--- config.mk ---
export PLATFORM = sky130hd
export DESIGN_NAME = frame_pixel_source
export DESIGN_NICKNAME = d
export VERILOG_FILES = /design/src/rtl/frame_pixel_source.sv
export SDC_FILE = /design/constraint.sdc
export NUM_CORES = 1
export LEC_CHECK = 0
export CAP_MARGIN = 10
export CORE_MARGIN = 1.5
export CORE_UTILIZATION = 49
export CTS_CLUSTER_SIZE = 12
export DETAILED_ROUTE_END_ITERATION = 8
export PLACE_DENSITY_LB_ADDON = 0.3
export SETUP_SLACK_MARGIN = 0.5
export SYNTH_ARGS = -nofsm -noshare
export SYNTH_HDL_FRONTEND = slang
export SYNTH_SLANG_ARGS = --single-unit
--- constraint.sdc ---
create_clock -name clk_25 -period 1.7 [get_ports clk_25]
set_clock_uncertainty 0.1 [all_clocks]
set_input_delay 0.425 -clock clk_25 [delete_from_list [all_inputs] [get_ports clk_25]]
set_output_delay 0.425 -clock clk_25 [all_outputs]
set_load 0.02 [all_outputs]
--- src/rtl/frame_pixel_source.sv ---
// frame_pixel_source: raster-scans an H_RES x V_RES frame buffer and writes
// one 1-bit pixel per advance event. The pattern is solid white, a black box,
// a checkerboard, or a thresholded camera luma stream. Outputs are registered
// and appear one cycle after the pixel is issued.
module frame_pixel_source #(
    parameter int H_RES      = 160,
    parameter int V_RES      = 120,
    parameter int ADDR_WIDTH = 15,
    parameter int BOX_X0     = 41,
    parameter int BOX_X1     = 118,
    parameter int BOX_Y0     = 31,
    parameter int BOX_Y1     = 88,
    parameter int CHECK_LOG2 = 3
) (
    input  logic                  clk_25,
    input  logic                  reset_n,
    input  logic                  enable,
    input  logic [1:0]            mode,
    input  logic [7:0]            threshold,
    input  logic                  y_valid,
    input  logic [7:0]            y_in,
    output logic                  we,
    output logic [ADDR_WIDTH-1:0] write_addr,
    output logic                  pixel,
    output logic                  frame_done,
    output logic                  busy
);

    localparam int HW = (H_RES > 1) ? $clog2(H_RES) : 1;
    localparam int VW = (V_RES > 1) ? $clog2(V_RES) : 1;
    localparam logic [HW-1:0] H_LAST = HW'(H_RES - 1);
    localparam logic [VW-1:0] V_LAST = VW'(V_RES - 1);

    typedef enum logic {IDLE, RUN} state_t;

    state_t                  state, state_nx;
    logic [1:0]              mode_q;
    logic [HW-1:0]           h_cnt;
    logic [VW-1:0]           v_cnt;
    logic [ADDR_WIDTH-1:0]   addr_cnt;
    logic                    advance;
    logic                    load_mode;
    logic                    last_pix;
    logic                    in_box;
    logic                    pix_nx;

    assign last_pix = (h_cnt == H_LAST) && (v_cnt == V_LAST);

    assign in_box = (int'(h_cnt) >= BOX_X0) && (int'(h_cnt) <= BOX_X1) &&
                    (int'(v_cnt) >= BOX_Y0) && (int'(v_cnt) <= BOX_Y1);

    // Pattern for the pixel currently addressed by the counters
    always_comb begin
        pix_nx = 1'b1;
        case (mode_q)
            2'd0:    pix_nx = 1'b1;
            2'd1:    pix_nx = ~in_box;
            2'd2:    pix_nx = ~(h_cnt[CHECK_LOG2] ^ v_cnt[CHECK_LOG2]);
            default: pix_nx = (y_in >= threshold);
        endcase
    end

    // State register
    always_ff @(posedge clk_25 or negedge reset_n) begin
        if (!reset_n) state <= IDLE;
        else          state <= state_nx;
    end

    // Next state, advance qualification and mode-latch strobe
    always_comb begin
        state_nx  = state;
        advance   = 1'b0;
        load_mode = 1'b0;
        case (state)
            IDLE: begin
                if (enable) begin
                    state_nx  = RUN;
                    load_mode = 1'b1;
                end
            end
            RUN: begin
                // camera mode only moves on a luma strobe
                advance = (mode_q != 2'd3) || y_valid;
                if (advance && last_pix) begin
                    if (enable) load_mode = 1'b1;
                    else        state_nx  = IDLE;
                end
            end
            default: state_nx = IDLE;
        endcase
    end

    // Mode is only sampled at frame boundaries so a frame never mixes patterns
    always_ff @(posedge clk_25 or negedge reset_n) begin
        if (!reset_n)       mode_q <= 2'd0;
        else if (load_mode) mode_q <= mode;
    end

    // Raster counters; the linear address tracks v*H_RES+h by incrementing
    always_ff @(posedge clk_25 or negedge reset_n) begin
        if (!reset_n) begin
            h_cnt    <= '0;
            v_cnt    <= '0;
            addr_cnt <= '0;
        end else if (advance) begin
            if (last_pix) begin
                h_cnt    <= '0;
                v_cnt    <= '0;
                addr_cnt <= '0;
            end else begin
                addr_cnt <= addr_cnt + 1'b1;
                if (h_cnt == H_LAST) begin
                    h_cnt <= '0;
                    v_cnt <= v_cnt + 1'b1;
                end else begin
                    h_cnt <= h_cnt + 1'b1;
                end
            end
        end
    end

    // Registered write port; address and pixel hold between advance events
    always_ff @(posedge clk_25 or negedge reset_n) begin
        if (!reset_n) begin
            we         <= 1'b0;
            write_addr <= '0;
            pixel      <= 1'b0;
            frame_done <= 1'b0;
            busy       <= 1'b0;
        end else begin
            we         <= advance;
            frame_done <= advance && last_pix;
            busy       <= (state == RUN);
            if (advance) begin
                write_addr <= addr_cnt;
                pixel      <= pix_nx;
            end
        end
    end

endmodule

Word-level counts from Yosys, hierarchy flattened
Index checks and enable logic that the tools add are counted.
W data, S select, Z words.

word-level totals
  flip-flop bits (word level) = 52
  output and inout port bits = 19
  word-level logic and storage cells = 49
  input port bits = 22

cells by class
  muxes and demuxes = 12
  reduce and logical (&&, ||, !) cells = 10
  bitwise gates (word level) = 4
  magnitude comparators = 5
  $add $sub $neg = 3
  equality and inequality tests = 5

operators with widths
  kind                     count
  $mux W8                  2
  $add A15 B1 Y15 const B  1
  $mux W15                 1
  $mux W7                  2
  $add A8 B1 Y8 const B    1
  $eq A8 B8 Y1 const B     1
  $ge A8 B6 Y1 const B     1
  $ge A8 B8 Y1             1
  $le A8 B7 Y1 const B     1
  $add A7 B1 Y7 const B    1
  $eq A7 B7 Y1 const B     1
  $ge A7 B5 Y1 const B     1
  $le A7 B7 Y1 const B     1
  $logic_and A1 B1 Y1      6
  $mux W1                  4
  $pmux W1 S2              2
  $not A1 Y1               3
  $pmux W1 S3              1
  $eq A2 B1 Y1 const B     1
  $eq A2 B2 Y1 const B     1
  $logic_not A2 Y1         1
  $ne A2 B2 Y1 const B     1
  $reduce_and A2 Y1        1
  $reduce_bool A2 Y1       1
  other kinds (2)          2

Depth between registers and ports, before layout
Gate-level depths: netlist of the first run.

  depth in word-level cells = 6
  gate-level depth with buffers = 7
  depth with buffers taken out = 6

Worst setup path after synthesis of the first run
OpenSTA, ideal clock, no wires.

  kind = input-to-reg
  start = in threshold[6]
  end = reg pixel
  path buffers = 0
  data required time = 1479 ps
  setup slack = -45 ps
  stages on the path = 6
  arrival = 1524 ps
  setup time = 121 ps
  cells stage by stage = inv_1 ha_1 a21o_1 a221oi_1 o221ai_1 a22o_1

on the way
  cells in the longest elaborated chain, start to end = 2

ends and longest elaborated chain
  what                    RTL line  source
  start: declaration      19        input logic [7:0] threshold,
  $ge A8 B8 Y1            59        default: pix_nx = (y_in >= threshold);
  $pmux W1 S3             55        case (mode_q)
  end signal: assignment  136       pixel <= pix_nx;
  end: declaration        24        output logic pixel,

No other way between the ends.
A chain may end at the register's enable or synchronous reset.

Final worst setup path of the first run
  start = reg addr_cnt[1]
  end = reg addr_cnt[14]

on the way
  cells in the longest elaborated chain, start to end = 2

ends and longest elaborated chain
  what                      RTL line  source
  start: declaration        40        logic [ADDR_WIDTH-1:0] addr_cnt;
  start signal: assignment  111       addr_cnt <= addr_cnt + 1'b1;
  $add A15 B1 Y15           111
  $mux W15                  106       if (last_pix) begin

No other way between the ends.

==> impl_metrics.csv, run 1 <==
group,metric,value,unit
clocking,cts_htree_levels,2,
finish,mostFrequentLayoutCell,"buf_4",
clocking,cts_root_buf,"clkbuf_8",
power_and_ir_drop,power_density,1068,nW/um^2
setup_path,path_delay_family,"flip-flops",
clocking,cts_tree,"done",
synthesis,mappedNetlistArea,2771,um^2
synthesis,synth_cell_types,51,
sta,setup_ws,-0.1459,ns
sta,fmax,541.7,MHz
run_status,outcome,"complete, but fails checks",
global_route,grt_overflow,0,
power_and_ir_drop,combPwrFrac,0.469,
placement,portBuffers,40,
synthesis,ys_ff_latch,52,
synthesis,synth_edf_count,0,
setup_path,crit_path_end_kind,"flop",
synthesis,syn-num-nets,333,
sta,min_period,1.846,ns
synthesis,synth_top_cell_area_share,0.4695,
power_and_ir_drop,switching_share,0.3847,
setup_path,critPathMaxStageDelay,0.49,ns
detailed_routing,vias,2913,
detailed_routing,wl,10.04,mm
die,core.rowCount,27,
setup_path,reg2reg_depth,6,
sta,maxSlewViolCount,0,
setup_path,rrSetupSlack,-0.15,ns
setup_path,crit_chain,"ha_2, and4_4, nand3_4, buf_4, o31ai_1, a21oi_2",
global_route,grt_usage,0.2576,
finish,synthToLayoutAreaGrowth,62.08,%
die,ios,41,
sta,fin_crit_sh,1.086,
power_and_ir_drop,ir_drop,0.0007550,V
setup_path,reg2reg_from,"addr_cnt[1]",
placement,globalplace.congestion,0.9193,
synthesis,synthArstFlopShare,1.000,
die,die_h,78.21,um
worst_hold_path,min_delay_path_depth,2,
sta,rsz0062_at_grt,"yes",
global_route,grt_pass1_wl,12.39,mm
synthesis,synth_ff_type,"dfrtp_1",
setup_path,crit_path_top_delay_cell,"dfrtp_1",
sta,tightest_slew,0.3441,ns
global_route,grt_pass1_vias,2607,
detailed_routing,post-route-drc-count,0,
setup_path,r2r_end,"addr_cnt[14]",
clocking,cts_buffer_depth,2,
synthesis,synth.top_cells.by_area,"dfrtp_1 (47%), nand2_1 (9.3%), ha_1 (6.8%), o21ai_0 (3.3%), inv_1 (2.6%)",
die,die-area,6116,um^2
worst_hold_path,hp-start,"write_addr[5]",
clocking,cts.sinks,52,
sta,tns,-0.5347,ns
clocking,cts.clk_slew.worst_paths,0.11,ns
sta,setup_violations,10,
sta,finalHoldViolCount,0,
setup_path,critPathBufInv,1,
clocking,cts_buffers,5,
power_and_ir_drop,p_sw,1.845,mW
detailed_routing,wl_per_cell,20.75,um
synthesis,postSynthAreaPerCell,9.363,um^2
finish,final_util,0.8208,
setup_path,cp-start-kind,"flop",
detailed_routing,drtPass1Iterations,5,
detailed_routing,ant_nets,0,
global_route,grt_max_degree,53,
finish,drive_gt1_frac,0.4612,
job,cap_violations,0,
setup_path,critPathArrivalTime,1.95,ns
placement,hpwl,4.445,mm
finish,final_nets,448,
die,die-width,78.21,um
sta,slew_headroom,0.7687,
detailed_routing,drt_iter0_drc,268,
die,start_util,0.5064,
placement,pre_cts_ws,-0.5411,ns
setup_path,required,1.80,ns
power_and_ir_drop,seq_power_share,0.370,
clocking,worstSkewPairLatency,0.32,ns
worst_hold_path,hp-class,"reg2reg",
run_status,violations,"setup timing",
setup_path,cp_max_fo,6,
synthesis,synth_cells,296,
finish,layout_common_cells,"buf_4 (59), dfrtp_1 (52), nand2_1 (37), buf_6 (24), nand2_4 (16)",
synthesis,yosysWarnings,0,
power_and_ir_drop,clkPwrFrac,0.160,
detailed_routing,vias_per_cell,6.019,
global_route,antenna_found_initial,0,
power_and_ir_drop,p_leak,2.182,nW
setup_path,criticalPathCategory,"reg2reg",
finish,diodes,0,
worst_hold_path,min_to,"write_addr[5]",
die,core_area,5473,um^2
synthesis,yosys.area.top_type,"dfrtp_1",
power_and_ir_drop,internal_power,2.951,mW
synthesis,synth_seq_area_share,0.4695,
## stage by stage
| step | hold WS [ns] | std cells | area [um^2] | total power, mW |
|---|---|---|---|---|
| 2_1_floorplan | 0.02941 | 296 | 2884 | 2.583 |
| 3_3_place_gp | 0.3381 | 442 | 3642 | 3.251 |
| 3_5_place_dp | 0.3386 | 442 | 3642 | 3.312 |
| 4_1_cts | 0.4081 | 467 | 4070 | 4.331 |
| 5_1_grt | 0.4511 | 484 | 4492 | 4.978 |
| 6_report | 0.4104 | 484 | 4492 | 4.797 |
## power groups by stage
stage	Clock [mW]	Sequential (mW)	Combinational, mW
2_1_floorplan	0	1.90	0.680
3_3_place_gp	0	1.71	1.54
3_5_place_dp	0	1.72	1.59
4_1_cts	0.761	1.72	1.85
5_1_grt	0.806	1.80	2.38
6_report	0.769	1.78	2.25
## cell usage after synthesis (2+ instances only)
cell type and n:
nor2b_1 2, xor2_1 8, and2_1 2, and3_1 6
o22ai_1 2, nand2_1 69, or3_1 8, o2111ai_1 2
xnor2_1 5, a31oi_1 2, a21oi_1 10, buf_4 2
nand4_1 8, nand3_1 8, dfrtp_1 52, nor2_1 11
o21ai_0 18, and4_1 2, buf_2 6, inv_1 19
ha_1 15, o211ai_1 3, and4_4 2, nand3_2 3
o31ai_1 2, nand2b_1 4
## registers in the layout (all words and copies together) (netlist names)
register    flops
h_cnt           8
pixel           1
mode_q          2
we              1
state           1
frame_done      1
write_addr     15
addr_cnt       15
v_cnt           7
busy            1
## routing by layer
| metal | vias to the layer above | global-route usage | routed length, um |
|---|---|---|---|
| li1 | 1257 | - | - |
| met1 | 1444 | 0.3180 | 3842 |
| met2 | 167 | 0.4600 | 5157 |
| met3 | 45 | 0.04419 | 641 |
| met4 | 0 | 0.07679 | 403 |
| met5 | - | 0 | 0 |
## final cells by class
class                           count  area (um^2)
Inverter                           19        86.33
Clock buffer                        5        68.82
Clock inverter                      3        25.02
Timing Repair Buffer              116         1135
Tap cell                           72        90.09
Sequential cell                    52         1301
Multi-Input combinational cell    217         1785
Fill cell                         283        980.9
## timing repair
item | CTS | global route
setup endpoints to repair | 70 | 70
pin swaps | 35 | 44
setup buffers | 15 | 15
cloned | 1 | 2
hold buffers | 1 | 0
gates resized for setup | 165 | 69
endpoints found under the hold margin | 18 | 0
## worst register-to-register path, cell delays in order (launching register included)
cell	delay [ns]
dfrtp_1	0.49
ha_2	0.24
and4_4	0.26
nand3_4	0.10
buf_4	0.15
o31ai_1	0.31
a21oi_2	0.10
## cell families after synthesis
family | synth area share
adder cells (fa/ha/maj) | 0.06772
AND/OR/NAND/NOR | 0.2610
flip-flops | 0.4695
buffers and inverters | 0.04334
XOR/XNOR | 0.04108
multiplexers | 0.01309
AO/OA/AOI/OAI | 0.1043
## how the worst max path moves through the flow
stage	startpoint	to	cells after the start
6_report	addr_cnt[1]	addr_cnt[14]	6
5_1_grt	addr_cnt[1]	addr_cnt[14]	6
2_1_floorplan	h_cnt[0]	state	5
3_5_place_dp	threshold[2]	pixel	7
3_3_place_gp	threshold[2]	pixel	7
4_1_cts	h_cnt[0]	pixel	7
Note: power is estimated with default switching activity, not from simulation.
==> run 2, diff against run 1 <==
--- a/config.mk
+++ b/config.mk
@@ -11,7 +11,6 @@
 export CTS_CLUSTER_SIZE = 12
 export DETAILED_ROUTE_END_ITERATION = 8
 export PLACE_DENSITY_LB_ADDON = 0.3
-export SETUP_SLACK_MARGIN = 0.5
 export SYNTH_ARGS = -nofsm -noshare
 export SYNTH_HDL_FRONTEND = slang
 export SYNTH_SLANG_ARGS = --single-unit
==> constraint.sdc (replaced) <==
create_clock -name clk_25 -period 1.7 [get_ports clk_25]
set_clock_uncertainty 0.1 [all_clocks]
set_input_delay 0.255 -clock clk_25 [delete_from_list [all_inputs] [get_ports clk_25]]
set_output_delay 0.255 -clock clk_25 [all_outputs]
set_load 0.02 [all_outputs]
==> impl_metrics.csv, run 2 (same netlist as run 1, synthesis figures left out) <==
group,metric,value,unit
run_status,outcome,"finished, final reports clean",
job,cap_violations,0,
die,die-area,6116,um^2
clocking,cts_buffers,5,
die,core.rowCount,27,
power_and_ir_drop,power_density,1107,nW/um^2
placement,portBuffers,40,
setup_path,criticalPathCategory,"reg2reg",
detailed_routing,drtPass1Iterations,4,
placement,hpwl,4.702,mm
die,die_h,78.21,um
power_and_ir_drop,p_leak,1.791,nW
sta,tightest_slew,0.3966,ns
sta,min_period,1.697,ns
detailed_routing,drt_iter0_drc,84,
finish,diodes,0,
finish,drive_gt1_frac,0.2385,
finish,layout_common_cells,"nand2_1 (69), dfrtp_1 (52), buf_4 (50), clkdlybuf4s50_1 (39), inv_1 (18)",
worst_hold_path,hp-class,"in2async",
finish,mostFrequentLayoutCell,"nand2_1",
clocking,cts_root_buf,"clkbuf_8",
die,start_util,0.5064,
setup_path,cp_max_fo,5,
clocking,worstSkewPairLatency,0.32,ns
global_route,grt_pass1_wl,11.03,mm
die,die-width,78.21,um
sta,fin_crit_sh,0.9982,
global_route,grt_max_degree,29,
finish,fin_cells,462,
sta,fmax,589.3,MHz
detailed_routing,wl_per_cell,14.20,um
finish,final_nets,426,
sta,finalHoldViolCount,0,
detailed_routing,post-route-drc-count,0,
clocking,cts.sinks,52,
sta,maxSlewViolCount,0,
setup_path,reg2reg_from,"addr_cnt[1]",
detailed_routing,wl,6.561,mm
finish,synthToLayoutAreaGrowth,40.41,%
global_route,antenna_found_initial,0,
finish,reg_top3,"addr_cnt (15), write_addr (15), h_cnt (8)",
sta,setup_violations,0,
global_route,grt_overflow,0,
global_route,grt_pass1_vias,2389,
power_and_ir_drop,ir_drop,0.0006670,V
setup_path,crit_start,"addr_cnt[1]",
die,core_area,5473,um^2
setup_path,r2r_end,"addr_cnt[14]",
die,ios,41,
detailed_routing,vias_per_cell,5.364,
setup_path,required,1.85,ns
global_route,grt_usage,0.2309,
setup_path,crit_path_end_kind,"flop",
detailed_routing,ant_nets,0,
placement,globalplace.congestion,0.8841,
placement,placed_cells,446,
power_and_ir_drop,power,4.306,mW
detailed_routing,vias,2478,
finish,nFillCells,406,
clocking,cts_buffer_depth,2,
clocking,cts.clk_slew.worst_paths,0.10,ns
clocking,cts_tree,"done",
clocking,cts_htree_levels,2,
setup_path,rrSetupSlack,0.003,ns
setup_path,reg2reg_depth,5,
setup_path,critPathArrivalTime,1.84,ns
sta,rsz0062_at_grt,"yes",
setup_path,cp-start-kind,"flop",
sta,slew_headroom,0.7331,
run 2: cell types whose count changed in the layout (fill, tap and decap cells not counted), sizes merged:
cell	previous run	this run
clkbuf	7	6
bufinv	0	1
dlygate4sd2	13	0
clkdlybuf4s15	1	0
clkinv	1	0
buf	93	54
clkinvlp	1	0
dlymetal6s2s	1	0
clkdlybuf4s50	5	39
run 2: through the flow:
step	setup TNS [ns]	setup WS [ns]	hold slack, ns	instance area [um^2]	utilization
floorplan	0	0.01056	-0.1406	2776	-
global placement	-7.003	-0.3899	0.05673	3591	0.6562
detailed placement	-9.469	-0.4195	0.05932	3591	0.6562
CTS	0	0.002367	0.2458	3790	0.6925
global route	-0.4013	-0.06727	0.2597	3891	0.7110
finish	0	0.003139	0.2477	3891	0.7110
run 2: per-layer routing:
metal / global-route usage / vias up / wire (um)
li1: - / 1211 / -
met1: 0.2954 / 1196 / 2933
met2: 0.3870 / 58 / 3247
met3: 0.05116 / 13 / 267
met4: 0.07857 / 0 / 112
met5: 0 / - / 0
run 2: where the power goes:
part / total, mW / internal [mW] / switching (mW) / leakage, nW
sequential: 1.70 / 1.51 / 0.189 / 0.654
clock: 0.872 / 0.445 / 0.426 / 0.0558
combinational: 1.73 / 0.891 / 0.839 / 1.08
total: 4.31 / 2.85 / 1.45 / 1.79
run 2: worst max-delay path by stage:
stage | to | slack (ns) | cells after the start
2_1_floorplan | state | 0.01 | 5
3_3_place_gp | pixel | -0.39 | 7
3_5_place_dp | pixel | -0.42 | 7
4_1_cts | addr_cnt[14] | 0.002 | 5
5_1_grt | mode_q[0] | -0.07 | 6
6_report | addr_cnt[14] | 0.003 | 5
run 2: worst max-delay path, cell delays in order, from the launching register on:
cell     delay, ns
dfrtp_1       0.43
ha_2          0.21
and4_4        0.26
nand3_4       0.09
or4_4         0.42
a21oi_2       0.12
run 2: timing repair:
item	in CTS	in global routing
gates cloned	1	0
buffers inserted	3	3
gates resized for setup	8	18
endpoints found under the setup margin	24	16
hold endpoints to repair	11	0
hold buffers	1	0
pin swaps	9	14
run 2: cell type report:
cell class              instances  area (um^2)  share of cell area
clock buffers                   6        72.57             0.01865
repair buffers                 94        832.0              0.2138
inverters                      19        71.32             0.01833
well taps                      72        90.09             0.02315
clock inverters                 2        38.79            0.009968
flip-flops and latches         52         1301              0.3344
multi-input cells             217         1485              0.3817
